==> src/rtl/sd_cmd_tx_pkg.sv <==
// rtl/sd_cmd_tx_pkg.sv - shared frame constants and FSM state type for the SD command transmitter
package sd_pkg;

    localparam int FRAME_LEN = 48;
    localparam int CRC_W     = 7;
    localparam int HEAD_W    = 40;

    localparam logic START_BIT = 1'b0;
    localparam logic TX_BIT    = 1'b1;
    localparam logic END_BIT   = 1'b1;

    typedef enum logic [1:0] {
        ST_IDLE     = 2'd0,
        ST_CRC_WAIT = 2'd1,
        ST_SHIFT    = 2'd2,
        ST_GAP      = 2'd3
    } sd_state_e;

endpackage

==> src/rtl/sd_cmd_tx_if.sv <==
// rtl/sd_cmd_tx_if.sv - host-side request/status bundle of the SD command transmitter
interface sd_cmd_tx_if;

    logic        start;
    logic [5:0]  cmd_index;
    logic [31:0] cmd_arg;
    logic        busy;
    logic        done;
    logic        crc_err;

    // Host controller FSM side
    modport master (
        output start, cmd_index, cmd_arg,
        input  busy, done, crc_err
    );

    // Transmitter side
    modport slave (
        input  start, cmd_index, cmd_arg,
        output busy, done, crc_err
    );

endinterface

==> src/rtl/sd_cmd_shreg.sv <==
// rtl/sd_cmd_shreg.sv - 48-bit frame register, parallel load, shift-left on enable, MSB out
module sd_cmd_shreg
    import sd_pkg::*;
(
    input  logic                 clk,
    input  logic                 rst_n,
    input  logic                 load,
    input  logic [FRAME_LEN-1:0] load_data,
    input  logic                 shift,
    output logic                 msb
);

    logic [FRAME_LEN-1:0] sr;

    // Load wins over shift; vacated LSBs fill with 1 so an over-shift reads as an idle line
    always_ff @(posedge clk) begin
        if (!rst_n) begin
            sr <= '0;
        end else if (load) begin
            sr <= load_data;
        end else if (shift) begin
            sr <= {sr[FRAME_LEN-2:0], 1'b1};
        end
    end

    assign msb = sr[FRAME_LEN-1];

endmodule

==> src/rtl/sd_cmd_tx.sv <==
// rtl/sd_cmd_tx.sv - SD command frame builder and CMD line serialiser with CRC7 handoff
module sd_cmd_tx
    import sd_pkg::*;
#(
    parameter int CRC_TIMEOUT = 4,
    parameter int GAP_BITS    = 8
) (
    input  logic              clk,
    input  logic              rst_n,
    sd_cmd_tx_if.slave        hif,
    input  logic              sd_clk_en,
    output logic              crc_en,
    output logic [HEAD_W-1:0] crc_data,
    input  logic              crc_done,
    input  logic [CRC_W-1:0]  crc_in,
    output logic              cmd_out,
    output logic              cmd_oe
);

    localparam int TO_W  = $clog2(CRC_TIMEOUT + 1);
    localparam int GAP_W = $clog2(GAP_BITS + 1);

    sd_state_e  state, state_nxt;
    logic [5:0] bit_cnt;
    logic [GAP_W-1:0] gap_cnt;
    logic [TO_W-1:0]  to_cnt;
    logic done_q, crc_err_q, busy_c;
    logic sr_load, sr_shift, sr_msb;
    logic accept, crc_hit, crc_timeout, shift_end, gap_last;

    // A start coinciding with the done pulse is dropped so the host sees done before a new frame begins
    assign accept      = (state == ST_IDLE) && hif.start && !done_q;
    assign crc_hit     = (state == ST_CRC_WAIT) && crc_done;
    assign crc_timeout = (state == ST_CRC_WAIT) && !crc_done && (to_cnt == TO_W'(CRC_TIMEOUT - 1));
    // cmd_oe high with bit_cnt 0 means the end bit has been on the wire for a full SD clock
    assign shift_end   = (state == ST_SHIFT) && sd_clk_en && cmd_oe && (bit_cnt == 6'd0);
    assign gap_last    = (state == ST_GAP) && sd_clk_en && (gap_cnt == GAP_W'(GAP_BITS - 1));

    // State register
    always_ff @(posedge clk) begin
        if (!rst_n) begin
            state <= ST_IDLE;
        end else begin
            state <= state_nxt;
        end
    end

    // Next-state logic
    always_comb begin
        state_nxt = state;
        case (state)
            ST_IDLE:     if (accept) state_nxt = ST_CRC_WAIT;
            ST_CRC_WAIT: begin
                if (crc_hit) begin
                    state_nxt = ST_SHIFT;
                end else if (crc_timeout) begin
                    state_nxt = ST_IDLE;
                end
            end
            ST_SHIFT:    if (shift_end) state_nxt = ST_GAP;
            ST_GAP:      if (gap_last) state_nxt = ST_IDLE;
            default:     state_nxt = ST_IDLE;
        endcase
    end

    // State-decoded outputs and shift register controls
    always_comb begin
        crc_en   = (state == ST_CRC_WAIT);
        busy_c   = (state != ST_IDLE);
        sr_load  = crc_hit;
        sr_shift = (state == ST_SHIFT) && sd_clk_en && !shift_end;
    end

    // Datapath: request latch, counters, registered line drivers and status pulses
    always_ff @(posedge clk) begin
        if (!rst_n) begin
            crc_data  <= '0;
            to_cnt    <= '0;
            bit_cnt   <= '0;
            gap_cnt   <= '0;
            cmd_out   <= 1'b1;
            cmd_oe    <= 1'b0;
            done_q    <= 1'b0;
            crc_err_q <= 1'b0;
        end else begin
            done_q    <= gap_last;
            crc_err_q <= crc_timeout;
            if (accept) begin
                crc_data <= {START_BIT, TX_BIT, hif.cmd_index, hif.cmd_arg};
                to_cnt   <= '0;
            end
            if (state == ST_CRC_WAIT) begin
                to_cnt <= to_cnt + TO_W'(1);
            end
            if (crc_hit) begin
                bit_cnt <= 6'(FRAME_LEN - 1);
            end
            if ((state == ST_SHIFT) && sd_clk_en) begin
                if (!cmd_oe) begin
                    cmd_oe  <= 1'b1;
                    cmd_out <= sr_msb;
                end else if (bit_cnt == 6'd0) begin
                    cmd_oe  <= 1'b0;
                    cmd_out <= 1'b1;
                    gap_cnt <= '0;
                end else begin
                    bit_cnt <= bit_cnt - 6'd1;
                    cmd_out <= sr_msb;
                end
            end
            if ((state == ST_GAP) && sd_clk_en) begin
                gap_cnt <= gap_cnt + GAP_W'(1);
            end
        end
    end

    sd_cmd_shreg u_shreg (
        .clk       (clk),
        .rst_n     (rst_n),
        .load      (sr_load),
        .load_data ({crc_data, crc_in, END_BIT}),
        .shift     (sr_shift),
        .msb       (sr_msb)
    );

    assign hif.busy    = busy_c;
    assign hif.done    = done_q;
    assign hif.crc_err = crc_err_q;

endmodule

==> src/flat_wrapper.sv <==
// flat-port wrapper written by rule: the top's interface ports become plain ports
module sd_cmd_tx_flat import sd_pkg::*;
#(
    parameter int CRC_TIMEOUT = 4,
    parameter int GAP_BITS    = 8
)
  (clk, rst_n, sd_clk_en, crc_en, crc_data, crc_done, crc_in, cmd_out, cmd_oe, hif_start, hif_cmd_index, hif_cmd_arg, hif_busy, hif_done, hif_crc_err);
  sd_cmd_tx_if hif_i ();
  input  logic clk;
  input  logic rst_n;
  input  logic sd_clk_en;
  output logic crc_en;
  output logic [HEAD_W-1:0] crc_data;
  input  logic crc_done;
  input  logic [CRC_W-1:0] crc_in;
  output logic cmd_out;
  output logic cmd_oe;
  input wire logic [$bits(hif_i.start)-1:0] hif_start;
  input wire logic [$bits(hif_i.cmd_index)-1:0] hif_cmd_index;
  input wire logic [$bits(hif_i.cmd_arg)-1:0] hif_cmd_arg;
  output wire logic [$bits(hif_i.busy)-1:0] hif_busy;
  output wire logic [$bits(hif_i.done)-1:0] hif_done;
  output wire logic [$bits(hif_i.crc_err)-1:0] hif_crc_err;
  assign hif_i.start = hif_start;
  assign hif_i.cmd_index = hif_cmd_index;
  assign hif_i.cmd_arg = hif_cmd_arg;
  assign hif_busy = hif_i.busy;
  assign hif_done = hif_i.done;
  assign hif_crc_err = hif_i.crc_err;
  sd_cmd_tx #(.CRC_TIMEOUT(CRC_TIMEOUT), .GAP_BITS(GAP_BITS)) u_core (.clk(clk), .rst_n(rst_n), .hif(hif_i), .sd_clk_en(sd_clk_en), .crc_en(crc_en), .crc_data(crc_data), .crc_done(crc_done), .crc_in(crc_in), .cmd_out(cmd_out), .cmd_oe(cmd_oe));
endmodule
==> config.mk <==
export PLATFORM = sky130hd
export DESIGN_NAME = sd_cmd_tx_flat
export DESIGN_NICKNAME = d
export VERILOG_FILES = /design/src/rtl/sd_cmd_tx_pkg.sv /design/src/rtl/sd_cmd_tx_if.sv /design/src/rtl/sd_cmd_shreg.sv /design/src/rtl/sd_cmd_tx.sv /design/src/flat_wrapper.sv
export SDC_FILE = /design/constraint.sdc
export NUM_CORES = 1
export LEC_CHECK = 0
export ABC_AREA = 1
export CORE_ASPECT_RATIO = 0.6
export CORE_MARGIN = 5
export CORE_UTILIZATION = 48
export CTS_BUF_LIST = sky130_fd_sc_hd__clkbuf_2 sky130_fd_sc_hd__clkbuf_4 sky130_fd_sc_hd__clkbuf_8
export DETAILED_ROUTE_END_ITERATION = 6
export PLACE_DENSITY_LB_ADDON = 0.12
export REMOVE_ABC_BUFFERS = 1
export SETUP_SLACK_MARGIN = 0.02
export SYNTH_ARGS = -nofsm -noshare
export SYNTH_HDL_FRONTEND = slang
export SYNTH_SLANG_ARGS = --single-unit
==> constraint.sdc <==
create_clock -name clk -period 1.3 [get_ports clk]
set_input_delay 0.26 -clock clk [delete_from_list [all_inputs] [get_ports clk]]
set_output_delay 0.26 -clock clk [all_outputs]
set_load 0.03 [all_outputs]
* After elaboration in Yosys (flattened, before gate mapping)
Index checks and enable logic that the tools add are counted.
** Storage, ports and cells
- Register bits :: 106
- Latch bits :: 0
- Bits in writable memories :: 0
- ROM bits :: 0
- Bits of input ports :: 50
- Output and inout bits :: 46
- Logic and storage cells :: 68
- Memories kept :: 0
** Cells by class
- $add $sub $neg :: 3
- $mul :: 0
- Div/mod/pow operators :: 0
- $lt $le $gt $ge :: 0
- Equality and inequality tests :: 9
- Shift operators :: 0
- Mux-type cells :: 22
- Bitwise gates (word level) :: 0
- Reductions and logical operators :: 24
** Operators by type and width (number)
- $mux 48 :: 2
- $mux 6 :: 4
- $mux 4 :: 4
- $reduce_bool 2->1 :: 6
- $logic_and 1x1->1 :: 11
- $mux 2 :: 5
- $pmux 2 s4 :: 1
- $logic_not 6->1 :: 1
- $mux 3 :: 2
- $ne 2x1->1 const B :: 3
- $sub 6x1->6 const B :: 1
- $add 4x1->4 const B :: 1
- $eq 2x2->1 const B :: 2
- $eq 4x3->1 const B :: 1
- $mux 1 :: 4
- $reduce_and 4->1 :: 1
- $add 3x1->3 const B :: 1
- $eq 3x2->1 const B :: 1
- $logic_not 1->1 :: 3
- $ne 3x1->1 const B :: 1
- $reduce_and 3->1 :: 1
- $eq 2x1->1 const B :: 1
- $logic_not 2->1 :: 1

* Logic depth before layout (Yosys ltp)
- Word-level depth :: 8
- Mapped depth :: 11
- Depth with buffers taken out :: 11

* Modules after synthesis
A second synthesis with hierarchy kept.
** Unflattened totals
- Cells, all modules :: 669
- Area total of the unflattened synthesis :: 4652.0 um2
** Modules (own cells, without submodules)
- sd_cmd_tx :: instances 1, cells each 306, area an instance 2337.2 um2, sequential area each 1161.1 um2
- sd_cmd_shreg :: instances 1, cells each 363, area an instance 2314.7 um2, sequential area each 960.9 um2

* Worst setup path after synthesis
OpenSTA, ideal clock, no wires.
- Path type :: reg2reg
- From :: register u_core.cmd_oe
- To :: register u_core.u_shreg.sr[0]
- Library setup time :: 113 ps
- Data arrival time :: 1390 ps
- Required time :: 1187 ps
- Setup slack :: -203 ps
- Cell stages (with the launch flop) :: 10
- Buffers on the path :: 2
- Period minus slack after synthesis :: 1503 ps
- Cell sequence :: dfxtp_1 inv_1 nor2_4 nand2_2 nand2_2 nand2_4 buf_6 buf_6 o21ai_1 inv_1
** Between the ends
- Cells in the longest elaborated chain, start to end :: 5
** Ends and longest elaborated chain
- from (decl) :: RTL line sd_cmd_tx.sv:17 : output logic cmd_oe
- from (signal assigned) :: RTL line sd_cmd_tx.sv:82 : cmd_oe <= 1'b0;
- from (signal assigned) :: RTL line sd_cmd_tx.sv:100 : cmd_oe <= 1'b1;
- from (signal assigned) :: RTL line sd_cmd_tx.sv:103 : cmd_oe <= 1'b0;
- $logic_and 1x1->1 (2 in a row) :: RTL line sd_cmd_tx.sv:36 : assign shift_end = (state == ST_SHIFT) && sd_clk_en && cmd_oe && (bit_cnt == 6'd0);
- $logic_not 1->1 :: RTL line sd_cmd_tx.sv:71 : sr_shift = (state == ST_SHIFT) && sd_clk_en && !shift_end;
- $logic_and 1x1->1 :: RTL line sd_cmd_tx.sv:71
- $reduce_bool 2->1 (no line)
- to (signal assigned) :: RTL line sd_cmd_shreg.sv:20 : sr <= load_data;
- to (signal assigned) :: RTL line sd_cmd_shreg.sv:22 : sr <= {sr[FRAME_LEN-2:0], 1'b1};
- to (decl) :: RTL line sd_cmd_shreg.sv:13 : logic [FRAME_LEN-1:0] sr;
Every way passes these cells.
A chain may end at the register's enable or synchronous reset.

* Final worst setup path
- From :: register u_core.bit_cnt[2]
- To :: register u_core.u_shreg.sr[36]
** Between the ends
- Cells in the longest elaborated chain, start to end :: 5
** Ends and longest elaborated chain
- from (decl) :: RTL line sd_cmd_tx.sv:24 : logic [5:0] bit_cnt;
- from (signal assigned) :: RTL line sd_cmd_tx.sv:96 : bit_cnt <= 6'(FRAME_LEN - 1);
- from (signal assigned) :: RTL line sd_cmd_tx.sv:107 : bit_cnt <= bit_cnt - 6'd1;
- $logic_not 6->1 :: RTL line sd_cmd_tx.sv:36
- $logic_and 1x1->1 :: RTL line sd_cmd_tx.sv:36
- $logic_not 1->1 :: RTL line sd_cmd_tx.sv:71
- $logic_and 1x1->1 :: RTL line sd_cmd_tx.sv:71
- $reduce_bool 2->1 (no line)
Every way passes these cells.

==> flow_summary.toml <==
[sta]
slew_violations = 0
finalSetupTns_ps = -9560
finalSetupViolations = 69
clock.fmax_mhz = 666.6
layout_setup_ws_ps = -200.1
hold_viol = 0
min_period_over_period = 1.154
fin_crit_ps = 1500
rsz0062_at_grt = "true"
timing.hold.ws_ps = 354.2
finClkSkew_ps = 6.730

[placement]
io_buffers = 94
place_area_um2 = 5832
gp_congestion = 0.8368
hpwl_um = 7729

[cells_and_area]
fin_nets = 833
antennaDiodeCount = 0
stdcell_area_um2 = 7089
syn_to_final_growth_pct = 57.13
drive_gt1_frac = 0.3691
final_core_util = 0.7744

[detailed_routing]
wl_per_cell_um = 15.86
via_count = 4682
drtIter0Drc = 334
drc = 0
drt_wl_total_um = 14480
routed_via_density = 5.128
firstDrtPassIters = 5
detail-route-antenna-nets = 0

[worst_hold_path]
hold_path_end = "u_core.cmd_out"
hold_path_depth = 3
hold_path.class = "in -> reg"
min_from = "rst_n"

[setup_path]
timing.rr.start = "u_core.bit_cnt[2]"
critPathLaunchType = "register"
crit_required_ps = 1560
r2r_end = "u_core.u_shreg.sr[36]"
cp-end-kind = "register"
worstPathMaxFanout = 6
crit_arrival_ps = 1760
worstSetupPathType = "reg -> reg"
worstRegToRegCells = 10
r2r_slack_ps = -200

[clock_tree]
cts_max_level = 3
cts.sinks = 106
clock_path_buffers = 2
cts_root_buffer = "clkbuf_8"
cts_tree = "built"
clk_latency_ps = 380
cts_made_buffers = 9
clk_pin_slew_ps = 100

[logic_synthesis]
ys_seq_area_frac = 0.4703
yosysUniqueCellTypes = 28
ys_seq_elements = 106
synth_top_area_share = 0.4703
avgSynthCellArea_um2 = 7.196
yosys.area.top_type = "dfxtp_1"
syn-cell-area_um2 = 4512
synthTopCellsByArea = "dfxtp_1, nand2_1, a21oi_1"
yosys_warnings = 0
syn_inst = 627

[grt]
grtUsageTotal = 0.2091
grt_pass1_wl_um = 19640
grt_max_degree = 40
grt_remaining_overflow = 0
grt_pass1_vias = 4150
antenna_found_initial = 0

[power_and_ir_drop]
switching_power_w = 0.002766
pwr-share-seq = 0.412
p_per_area_nw_per_um2 = 1220
pwr-share-clk = 0.274
ir_drop_mv = 0.7041
intPower_w = 0.005883
power.share.switching = 0.3198
leakage_nw = 3.002
power_frac_comb = 0.314

[status]
violations = "negative setup slack"
status = "finished with violations"

[floorplan]
core.rowCount = 27
start_util = 0.4928
dieWidth_um = 135.2
design.die.area_um2 = 11500
core_area_um2 = 9155
io_pins = 96
dieHeight_um = 85.10

[flow_run]
maxCapViolCount = 0
==> area by class of cell <==
cell class,count,area [um2]
timing repair buffer,176,1790
tap,130,162.7
sequential,106,2131
inverter,62,259.0
multi-input combinational,423,2509
clock buffer,12,165.2
fill,632,2066
clock inverter,4,72.57
==> worst max-delay path, stage by stage, from the launching register on <==
cell       delay [ps]
dfxtp_1           340
nor2_1            190
nand2_4            80
nor2_4             90
nand2_2            70
nand2_2            90
nand2_4            80
buf_12            160
clkbuf_16         170
nand2_2            60
a21oi_1            50
==> synth_stat cells <==
cell / instances
o21bai_1: 1
inv_2: 2
nand4_1: 1
nand3_4: 1
xnor2_1: 1
o21ai_0: 78
conb_1: 1
a211oi_1: 3
dfxtp_1: 106
o211ai_1: 1
buf_4: 2
clkbuf_1: 14
buf_6: 7
o22ai_1: 2
nand2_2: 3
inv_1: 59
a21oi_1: 87
clkinv_4: 1
ha_1: 5
buf_2: 14
nand3_1: 11
nand2_1: 188
nor2_1: 32
nor2_4: 2
o21ai_1: 1
xor2_1: 2
nand2_4: 1
nor3_1: 1
==> through the flow <==
step	instances	worst slack (ps)	total power (W)
4_1_cts	891	-197.2	0.008003
6_report	913	-200.1	0.008649
5_1_grt	913	-285.9	0.009009
3_5_place_dp	862	-509.3	0.005503
2_1_floorplan	590	-1185	0.004546
3_3_place_gp	862	-464.4	0.005462
==> timing repair <==
action,in CTS,in global routing
hold endpoints to repair,0,0
gates cloned,4,10
gates resized for setup,220,202
setup endpoints to repair,116,107
hold buffers,0,0
pin swaps,6,30
setup buffers,9,13
==> placed cells by master, fill, tap and decap left out, types with 25 or more instances in the layout <==
cell             netlist  layout
o21ai_0               78      25
clkdlybuf4s50_1        0      47
buf_4                  2      51
nand2_1              188     155
dfxtp_1              106     101
buf_2                 14      36
inv_1                 59      48
a21oi_2                0      50
nor2_1                32      25
a21oi_1               87      36
o21ai_1                1      31
==> state kept, by name (all words and copies together), names as in the netlist, named ones only <==
| signal | flops |
|---|---|
| u_core.hif.crc_err | 1 |
| u_core.state | 1 |
| u_core.bit_cnt | 6 |
| u_core.crc_data | 39 |
| u_core.cmd_out | 1 |
| u_core.to_cnt | 3 |
| u_core.u_shreg.sr | 48 |
| u_core.cmd_oe | 1 |
| u_core.gap_cnt | 4 |
| u_core.hif.done | 1 |
==> routing by layer <==
layer  track usage  vias up  part of all wire
met2        0.3353      130              0.49
met1        0.2775     2221              0.44
met4       0.04849        0             0.012
met3       0.06576       19             0.062
met5             0        -                 0
li1              -     2312                 -
==> power groups by stage <==
stage	combinational, W	sequential (W)	clock, W
5_1_grt	0.00287	0.00359	0.00255
6_report	0.00271	0.00356	0.00237
4_1_cts	0.00205	0.00356	0.00240
3_5_place_dp	0.00187	0.00363	0
3_3_place_gp	0.00184	0.00362	0
2_1_floorplan	0.000636	0.00391	0
==> worst max path at each step <==
stage	start	end	slack, ps	cells past startpoint
2_1_floorplan	register	u_core.crc_data[30]	-1190	7
3_3_place_gp	sd_clk_en	u_core.bit_cnt[3]	-460	9
3_5_place_dp	sd_clk_en	u_core.u_shreg.sr[6]	-510	10
4_1_cts	u_core.bit_cnt[1]	u_core.u_shreg.sr[6]	-200	11
5_1_grt	u_core.bit_cnt[2]	u_core.u_shreg.sr[20]	-290	10
6_report	u_core.bit_cnt[2]	u_core.u_shreg.sr[36]	-200	10
==> cells by family (layout without fill, tap and decap cells) <==
kind of cell | after synthesis | after routing | share of synthesized area
buf+inv | 99 | 254 | 0.1007
flops | 106 | 106 | 0.4703
xor+xnor | 3 | 3 | 0.005825
simple gates | 240 | 241 | 0.2133
other cells | 1 | 1 | 0.0008311
fa+ha+maj | 5 | 5 | 0.01387
compound gates | 173 | 173 | 0.1952
(Power assumes the default switching activity.)
